--- src/rtl/auth_responder_pkg.sv ---
// Package: auth_responder_pkg
// Purpose: shared state encoding and default parameter values for the
//          password verifier (auth_responder) and its lockout timer.
// Contents:
//   state_t        FSM state encoding (IDLE=0, CHECK=1, RESP=2, LOCKED=3)
//   DEF_PW_W       default password / guess width
//   DEF_RESET_PW   default password loaded at reset
// Optional feature macro: AUTH_LOCKOUT_EN (left undefined by default, so the
// default build has no lockout).
package auth_responder_pkg;

  typedef enum logic [1:0] {
    ST_IDLE   = 2'd0,
    ST_CHECK  = 2'd1,
    ST_RESP   = 2'd2,
    ST_LOCKED = 2'd3
  } state_t;

  localparam int         DEF_PW_W     = 4;
  localparam logic [3:0] DEF_RESET_PW = 4'hA;

endpackage

--- src/rtl/auth_lock_timer.sv ---
// Module: auth_lock_timer
// Purpose: lockout down-counter. A load starts a run of exactly CYCLES
//          cycles; o_done is high in the last cycle of the run.
// Ports:
//   clk     in  clock, rising edge
//   rst_n   in  synchronous active-low reset
//   i_load  in  start a new run (count <= CYCLES-1)
//   o_done  out terminal count reached while running
// Only built when AUTH_LOCKOUT_EN is defined (see auth_responder).
module auth_lock_timer #(
  parameter int CYCLES = 16
) (
  input  logic clk,
  input  logic rst_n,
  input  logic i_load,
  output logic o_done
);

  localparam int TW = (CYCLES > 1) ? $clog2(CYCLES) : 1;

  logic [TW-1:0] r_cnt;
  logic          r_busy;

  always_ff @(posedge clk) begin
    if (!rst_n) begin
      r_cnt  <= '0;
      r_busy <= 1'b0;
    end else if (i_load) begin
      r_cnt  <= TW'(CYCLES - 1);
      r_busy <= 1'b1;
    end else if (r_busy) begin
      if (r_cnt == '0) begin
        r_busy <= 1'b0;
      end else begin
        r_cnt <= r_cnt - TW'(1);
      end
    end
  end

  assign o_done = r_busy && (r_cnt == '0);

endmodule

--- src/rtl/auth_responder.sv ---
// Module: auth_responder
// Purpose: verifier end of the password protocol. Holds the password,
//          accepts guesses over a valid/ready channel, answers grant/deny
//          over a second valid/ready channel, counts consecutive denies
//          (saturating) and optionally locks the guess channel for a fixed
//          time after too many denies.
// Ports:
//   clk, rst_n                     clock; synchronous active-low reset
//   set_valid, set_pw              load a new password (honoured in IDLE only)
//   guess_valid, guess_ready,
//   guess_pw                       guess channel
//   resp_valid, resp_ready,
//   resp_grant                     response channel
//   fail_cnt                       consecutive deny count, saturates at MAX_FAILS
//   locked                         lockout active
// Optional feature: define AUTH_LOCKOUT_EN to build the LOCKED state and the
// lockout timer; without it locked is tied low and RESP always returns to IDLE.
//
// state  | meaning
// IDLE   | waiting for a guess; password may be rewritten (set beats guess)
// CHECK  | one cycle: compare captured guess with password, update fail_cnt
// RESP   | response held until resp_ready
// LOCKED | guess channel closed for LOCK_CYCLES cycles
module auth_responder
  import auth_responder_pkg::*;
#(
  parameter int              PW_W        = DEF_PW_W,
  parameter logic [PW_W-1:0] RESET_PW    = PW_W'(DEF_RESET_PW),
  parameter int              MAX_FAILS   = 3,
  parameter int              LOCK_CYCLES = 16
) (
  input  logic                           clk,
  input  logic                           rst_n,
  input  logic                           set_valid,
  input  logic [PW_W-1:0]                set_pw,
  input  logic                           guess_valid,
  output logic                           guess_ready,
  input  logic [PW_W-1:0]                guess_pw,
  output logic                           resp_valid,
  input  logic                           resp_ready,
  output logic                           resp_grant,
  output logic [$clog2(MAX_FAILS+1)-1:0] fail_cnt,
  output logic                           locked
);

  localparam int FW = $clog2(MAX_FAILS + 1);

  // Out-of-range parameters are rejected at elaboration.
  if (MAX_FAILS < 1 || LOCK_CYCLES < 1) begin : g_param_err
    $error("auth_responder: MAX_FAILS and LOCK_CYCLES must be >= 1");
  end

  state_t          r_state, w_state_nxt;
  logic [PW_W-1:0] r_pw, w_pw_nxt;
  logic [PW_W-1:0] r_guess, w_guess_nxt;
  logic [FW-1:0]   r_fail_cnt, w_fail_nxt;
  logic            r_resp_valid, w_resp_valid_nxt;
  logic            r_resp_grant, w_resp_grant_nxt;
  logic            w_match;
  logic            w_fail_max;

`ifdef AUTH_LOCKOUT_EN
  logic r_locked, w_locked_nxt;
  logic w_timer_load;
  logic w_timer_done;

  auth_lock_timer #(
    .CYCLES (LOCK_CYCLES)
  ) u_lock_timer (
    .clk    (clk),
    .rst_n  (rst_n),
    .i_load (w_timer_load),
    .o_done (w_timer_done)
  );

  assign locked = r_locked;
`else
  assign locked = 1'b0;
`endif

  // Password cannot change outside IDLE, so r_pw in CHECK is the value
  // in force when the guess was accepted (or set just before it).
  assign w_match     = (r_guess == r_pw);
  assign w_fail_max  = (r_fail_cnt == FW'(MAX_FAILS));
  assign guess_ready = (r_state == ST_IDLE) && !set_valid;

  always_comb begin
    w_state_nxt      = r_state;
    w_pw_nxt         = r_pw;
    w_guess_nxt      = r_guess;
    w_fail_nxt       = r_fail_cnt;
    w_resp_valid_nxt = r_resp_valid;
    w_resp_grant_nxt = r_resp_grant;
`ifdef AUTH_LOCKOUT_EN
    w_locked_nxt     = r_locked;
    w_timer_load     = 1'b0;
`endif
    case (r_state)
      ST_IDLE: begin
        if (set_valid) begin
          w_pw_nxt = set_pw;
        end else if (guess_valid) begin
          w_guess_nxt = guess_pw;
          w_state_nxt = ST_CHECK;
        end
      end
      ST_CHECK: begin
        if (w_match) begin
          w_fail_nxt = '0;
        end else if (!w_fail_max) begin
          w_fail_nxt = r_fail_cnt + FW'(1);
        end
        w_resp_valid_nxt = 1'b1;
        w_resp_grant_nxt = w_match;
        w_state_nxt      = ST_RESP;
      end
      ST_RESP: begin
        if (resp_ready) begin
          w_resp_valid_nxt = 1'b0;
          w_state_nxt      = ST_IDLE;
`ifdef AUTH_LOCKOUT_EN
          // fail_cnt already reflects this response's deny.
          if (w_fail_max) begin
            w_state_nxt  = ST_LOCKED;
            w_timer_load = 1'b1;
            w_locked_nxt = 1'b1;
          end
`endif
        end
      end
      ST_LOCKED: begin
`ifdef AUTH_LOCKOUT_EN
        if (w_timer_done) begin
          w_state_nxt  = ST_IDLE;
          w_locked_nxt = 1'b0;
          w_fail_nxt   = '0;
        end
`else
        w_state_nxt = ST_IDLE;
`endif
      end
      default: w_state_nxt = ST_IDLE;
    endcase
  end

  always_ff @(posedge clk) begin
    if (!rst_n) begin
      r_state      <= ST_IDLE;
      r_pw         <= RESET_PW;
      r_guess      <= '0;
      r_fail_cnt   <= '0;
      r_resp_valid <= 1'b0;
      r_resp_grant <= 1'b0;
`ifdef AUTH_LOCKOUT_EN
      r_locked     <= 1'b0;
`endif
    end else begin
      r_state      <= w_state_nxt;
      r_pw         <= w_pw_nxt;
      r_guess      <= w_guess_nxt;
      r_fail_cnt   <= w_fail_nxt;
      r_resp_valid <= w_resp_valid_nxt;
      r_resp_grant <= w_resp_grant_nxt;
`ifdef AUTH_LOCKOUT_EN
      r_locked     <= w_locked_nxt;
`endif
    end
  end

  assign resp_valid = r_resp_valid;
  assign resp_grant = r_resp_grant;
  assign fail_cnt   = r_fail_cnt;

endmodule
--- config.mk ---
export PLATFORM = sky130hd
export DESIGN_NAME = auth_responder
export DESIGN_NICKNAME = d
export VERILOG_FILES = /design/src/rtl/auth_responder_pkg.sv /design/src/rtl/auth_lock_timer.sv /design/src/rtl/auth_responder.sv
export SDC_FILE = /design/constraint.sdc
export NUM_CORES = 1
export LEC_CHECK = 0
export ABC_AREA = 1
export CAP_MARGIN = 25
export CORE_UTILIZATION = 38
export DETAILED_ROUTE_END_ITERATION = 8
export HOLD_SLACK_MARGIN = 0.12
export PLACE_DENSITY = 0.77
export SYNTH_ARGS = -nofsm -noshare
export SYNTH_HDL_FRONTEND = slang
export SYNTH_SLANG_ARGS = --single-unit
--- constraint.sdc ---
create_clock -name clk -period 3.37 [get_ports clk]
set_clock_uncertainty 0.1 [all_clocks]
set_input_delay 0.674 -clock clk [delete_from_list [all_inputs] [get_ports clk]]
set_output_delay 0.674 -clock clk [all_outputs]
set_load 0.02 [all_outputs]
==> reports/metrics.cfg, run 1 <==
[detailed_routing]
drtIter0Drc = 4
drt_pre_antenna_iters = 4
drtAntennaViolNets = 0
vias = 580
wl_per_cell_um = 10.2
drcViolationCount = 0
drt-total-wl_mm = 1.24
routed_via_density = 4.79

[global_routing]
grt_usage = 0.142
grt_pass1_vias = 492
overflow = 0
antenna_found_initial = 0
grt_max_degree = 11
grt_pass1_wl_mm = 1.92

[placed_design]
finalWeightedCongestion = 0.826
place_ws_ns = 0.683
io_buffers = 17
dpl.hpwl_um = 960

[clocking]
cts_tree = done
htree_levels = 1
clock-sinks = 14
clockBufferDepth = 2
cts-root-buf = clkbuf_4
clk_pin_slew_ns = 0.09
cts_resized = 0
postCtsSetupBuffers = 0
cts_hold_buf = 0
numCtsBuffers = 3
clk_latency_ns = 0.28

[synthesis]
synth-seq-cells = 14
synth_common_cells = nand2_1 (21), dfxtp_1 (14), a21oi_1 (11), inv_1 (8), o21ai_1 (6)
synth-async-reset-ratio = 0
synth_cells = 86
yosysSeqAreaShare = 0.453
synth_area_leaders = dfxtp_1 (45%), nand2_1 (13%), a21oi_1 (8.9%)
avgSynthCellArea_um2 = 7.19
yosysTopAreaCellShare = 0.453
yosysMostFrequentCell = nand2_1
yosys.area.top_type = dfxtp_1
synth_warnings = 0
synthFlopType = dfxtp_1
syn_nets = 100
synth_cell_type_count = 17
synth_edf_count = 0
netlist_area_um2 = 618

[worst_setup_path]
cp_cell_sequence = clkdlybuf4s50_1 -> nor3_2 -> clkdlybuf4s50_1
critPathKind = in2out
cp_slowest_stage_delay_ns = 0.64
critPathArrivalTime_ns = 1.91
critical_path_buf_inv_count = 2
required_ns = 2.60
crit_family = buffers and inverters
path_common_cell = clkdlybuf4s50_1
worstSetupStartpointType = input pin
cp_slowest_cell = clkdlybuf4s50_1
cp-end-kind = output port
path_max_fanout = 2

[cells_and_area]
nets = 120
multi_input_area_um2 = 270
fillers = 140
regArea_um2 = 280
fin_util = 0.551
n_antenna_cell = 0
areaGrowthSynthToFinish_pct = 34.2
drive_gt1_frac = 0.124

[pwr]
powerDensity_mw_per_mm2 = 438
p_total_uw = 363
peakVddDrop_mv = 0.257
leakage_nw = 0.355

[timing]
final_hold_viol_count = 0
setup_viol = 0
worst_slack_ns = 0.688
holdWs_ns = 0.367
max_freq_ghz = 0.373
fin_crit_sh = 0.796
slew_viol_final = 0
layout_min_cycle_time_ns = 2.68
rsz0062_at_grt = no
final.setup.tns_ns = 0

[floorplanning]
pin_count = 19
die_w_um = 42.3
coreArea_mm2 = 0.00151
die_h_um = 42.3
std_cell_rows = 14
initial_utilization = 0.410
dieArea_mm2 = 0.00179

[job]
maxCapViolCount = 0

[outcome]
outcome = finished clean

[hold_path]
worstHoldPathType = reg2reg

cell families after synthesis:
group,synth area share
simple gates,0.249
compound gates,0.162
buf+inv,0.109
flops,0.453
fa+ha+maj,0.0202
other cells,0.00607
sequential cells by signal, summed over array words and instances (netlist names):
name	flops
r_guess	4
r_pw	4
fail_cnt	2
r_state	2
resp_grant	1
resp_valid	1
cells in the final DEF, fill, tap and decap left out:
cell / netlist / routed
nor3_2: 1 / 1
nor2_2: 2 / 2
inv_1: 8 / 8
nand3b_1: 1 / 1
inv_2: 5 / 5
clkbuf_4: 0 / 3
o211ai_1: 2 / 2
nor2_1: 5 / 5
nand2_2: 1 / 1
clkdlybuf4s50_1: 0 / 17
clkbuf_8: 0 / 1
a21oi_1: 11 / 11
nand3_1: 4 / 4
ha_1: 1 / 1
nand2_1: 21 / 21
dfxtp_1: 14 / 14
o21ai_1: 6 / 6
conb_1: 1 / 1
clkinv_1: 1 / 1
worst paths after layout:
kind	start	endpoint	slack (ns)	depth (start not counted)
setup / recovery	set_valid	guess_ready	0.69	3
hold / removal	r_guess[2]	r_guess[2]	0.37	2
setup reg to reg	r_state[0]	fail_cnt[0]	2.16	7
hold reg to reg	r_guess[2]	r_guess[2]	0.37	2
where the power goes:
group          total (mW)  internal (mW)  leakage (nW)  switching, mW
registers           0.182          0.175         0.115        0.00632
logic              0.0596         0.0289         0.219         0.0307
clock network       0.122         0.0657        0.0210         0.0559
total               0.363          0.270         0.355         0.0930
tightest hold or removal path: stages, from the launching register on:
cell and delay [ns]:
dfxtp_1 0.33, inv_2 0.05, a21oi_1 0.05
per-layer routing:
| layer | global-route usage | up-vias | wire length (µm) |
|---|---|---|---|
| li1 | - | 306 | - |
| met2 | 0.246 | 9 | 620 |
| met5 | 0 | - | 0 |
| met4 | 0.0563 | 0 | 10 |
| met3 | 0.0388 | 2 | 35 |
| met1 | 0.164 | 263 | 571 |
metrics by stage:
step	cell area, µm²	std cells
4_1_cts	830	121
2_1_floorplan	618	86
3_5_place_dp	793	117
6_report	830	121
3_3_place_gp	793	117
5_1_grt	830	121
layout make-up:
type,count,area share
Clock buffer,4,0.0437
Inverter,14,0.0633
Tap cell,16,0.0241
Multi-Input combinational cell,56,0.326
Sequential cell,14,0.338
Timing Repair Buffer,17,0.205
No activity file was read; power rests on OpenSTA's default activity.
==> run 2, diff against run 1 <==
==> constraint.sdc (replaced) <==
create_clock -name clk -period 2.57 [get_ports clk]
set_clock_uncertainty 0.1 [all_clocks]
set_input_delay 0.514 -clock clk [delete_from_list [all_inputs] [get_ports clk]]
set_output_delay 0.514 -clock clk [all_outputs]
set_load 0.02 [all_outputs]
==> reports/metrics.cfg, run 2 (same netlist as run 1, synthesis figures left out) <==
[outcome]
outcome = finished clean

[cells_and_area]
areaGrowthSynthToFinish_pct = 32.0
stdcell_count = 120  ; -0.83%
nets = 120  ; unchanged
mostFrequentLayoutCells = nand2_1 (21), clkdlybuf4s50_1 (17), dfxtp_1 (14)
n_antenna_cell = 0  ; unchanged
regArea_um2 = 280  ; unchanged
drive_gt1_frac = 0.115  ; -0.00842
multi_input_area_um2 = 270  ; unchanged
fillers = 148  ; +5.7%
reg_top3 = r_guess x4, r_pw x4
mostFrequentLayoutCell = nand2_1

[detailed_routing]
drtAntennaViolNets = 0  ; unchanged
routed-wl-met3_um = 50  ; +43%
drt_pre_antenna_iters = 4  ; unchanged
route.met2.wl_um = 613  ; -1.1%
vias = 569  ; -1.9%
top_layer = met4
wl_per_cell_um = 9.92  ; -3.2%
drtIter0Drc = 8  ; +4
wl_met1_um = 512  ; -10%
drt-total-wl_mm = 1.19  ; -4.0%
routed_via_density = 4.74  ; -1.1%
drcViolationCount = 0  ; unchanged

[pwr]
peakVddDrop_mv = 0.370  ; +44%
p_comb_frac = 0.178  ; +0.014
intPower_uw = 322  ; +19%
p_sw_uw = 113  ; +21%
leakage_nw = 0.348  ; -2.0%
seqPwrFrac = 0.547  ; +0.046
sw_frac_of_total = 0.259  ; +0.00315
pwr-share-clk = 0.274  ; -0.061
powerDensity_mw_per_mm2 = 533  ; +22%

[timing]
final.setup.tns_ns = 0  ; unchanged
fin_crit_sh = 0.917
rsz0062_at_grt = no
worst_slack_ns = 0.213  ; -0.475 ns
slew_viol_final = 0  ; unchanged
max_freq_ghz = 0.424
layout_min_cycle_time_ns = 2.36
setup_viol = 0  ; unchanged
final_hold_viol_count = 0  ; unchanged

[worst_setup_path]
worstSetupStartpointType = input pin
regToRegStartpoint = r_state[0]
reg2reg_depth = 7  ; unchanged
cp-end-kind = output port
required_ns = 1.96  ; -0.64 ns
rrSetupSlack_ns = 1.36  ; -0.80 ns
path_max_fanout = 2  ; unchanged
r2r_end = fail_cnt[0]
critPathKind = in2out
critPathArrivalTime_ns = 1.74  ; -0.17 ns

[clocking]
cts-root-buf = clkbuf_4
clk_latency_ns = 0.28  ; about the same
postCtsSetupBuffers = 0  ; unchanged
numCtsBuffers = 3  ; unchanged
clock-sinks = 14  ; unchanged
clockBufferDepth = 2  ; unchanged
cts_tree = done
cts_hold_buf = 0  ; unchanged
htree_levels = 1  ; unchanged
clk_pin_slew_ns = 0.08  ; about the same
cts_resized = 0  ; unchanged

[placed_design]
post-place-cells = 117  ; unchanged
dpl.hpwl_um = 958  ; -0.24%
place_ws_ns = 0.203  ; -0.480 ns
io_buffers = 17  ; unchanged
finalWeightedCongestion = 0.808  ; -2.2%

[global_routing]
antenna_found_initial = 0  ; unchanged
overflow = 0  ; unchanged
grt_usage = 0.154  ; +0.0116
grt_pass1_vias = 531  ; +7.9%
grt_max_degree = 11  ; unchanged
grt_pass1_wl_mm = 2.03  ; +5.7%

[hold_path]
hold_depth = 2  ; unchanged
whs_endpoint = r_guess[2]
hp-start = r_guess[2]
worstHoldPathType = reg2reg

[floorplanning]
initial_utilization = 0.410  ; unchanged
dieArea_mm2 = 0.00179  ; unchanged
die_w_um = 42.3  ; unchanged
std_cell_rows = 14  ; unchanged
die_h_um = 42.3  ; unchanged
coreArea_mm2 = 0.00151  ; unchanged
pin_count = 19  ; unchanged

[job]
maxCapViolCount = 0  ; unchanged

run 2: worst max-delay path, stage by stage:
cell and delay, ns:
clkdlybuf4s50_1 0.43, nor3_2 0.16, clkdlybuf4s50_1 0.64
run 2: layout make-up:
| cell class | count | area share |
|---|---|---|
| Clock buffer | 3 | 0.0276 |
| Inverter | 14 | 0.0644 |
| Multi-Input combinational cell | 56 | 0.331 |
| Sequential cell | 14 | 0.344 |
| Tap cell | 16 | 0.0245 |
| Timing Repair Buffer | 17 | 0.209 |
run 2: power groups by stage:
stage / clock, mW / combinational, mW / sequential, mW
after floorplan: 0 / 0.0448 / 0.244
after global routing: 0.137 / 0.0874 / 0.240
after detailed placement: 0 / 0.0784 / 0.243
after CTS: 0.126 / 0.0786 / 0.238
after global placement: 0 / 0.0769 / 0.242
final: 0.119 / 0.0776 / 0.238
run 2: per-stage QoR:
step	total power, mW	hold WS, ns	area, µm²	utilization
2_1_floorplan	0.289	0.336	618	-
3_3_place_gp	0.319	0.350	793	0.527
3_5_place_dp	0.322	0.360	793	0.527
4_1_cts	0.443	0.373	816	0.542
5_1_grt	0.464	0.391	816	0.542
6_report	0.435	0.367	816	0.542
run 2: routing by layer:
layer	vias to the layer above	GRT usage
met2	9	0.280
met5	-	0
li1	309	-
met4	0	0.0563
met3	2	0.0647
met1	249	0.154
run 2: how the worst max path moves through the flow:
stage               startpoint           to  slack [ns]  depth (start not counted)
floorplan            set_valid  guess_ready        1.11                          1
global placement     set_valid  guess_ready        0.22                          3
detailed placement   set_valid  guess_ready        0.20                          3
CTS                  set_valid  guess_ready        0.20                          3
global route         set_valid  guess_ready        0.15                          3
finish               set_valid  guess_ready        0.21                          3
==> run 3, diff against run 2 <==
--- a/config.mk
+++ b/config.mk
@@ -11,6 +11,7 @@
 export DETAILED_ROUTE_END_ITERATION = 8
 export HOLD_SLACK_MARGIN = 0.12
 export PLACE_DENSITY = 0.77
+export SKIP_LAST_GASP = 1
 export SYNTH_ARGS = -nofsm -noshare
 export SYNTH_HDL_FRONTEND = slang
 export SYNTH_SLANG_ARGS = --single-unit
==> results of run 3 <==
The final DEF is identical to that of run 2; final timing and power are the same.
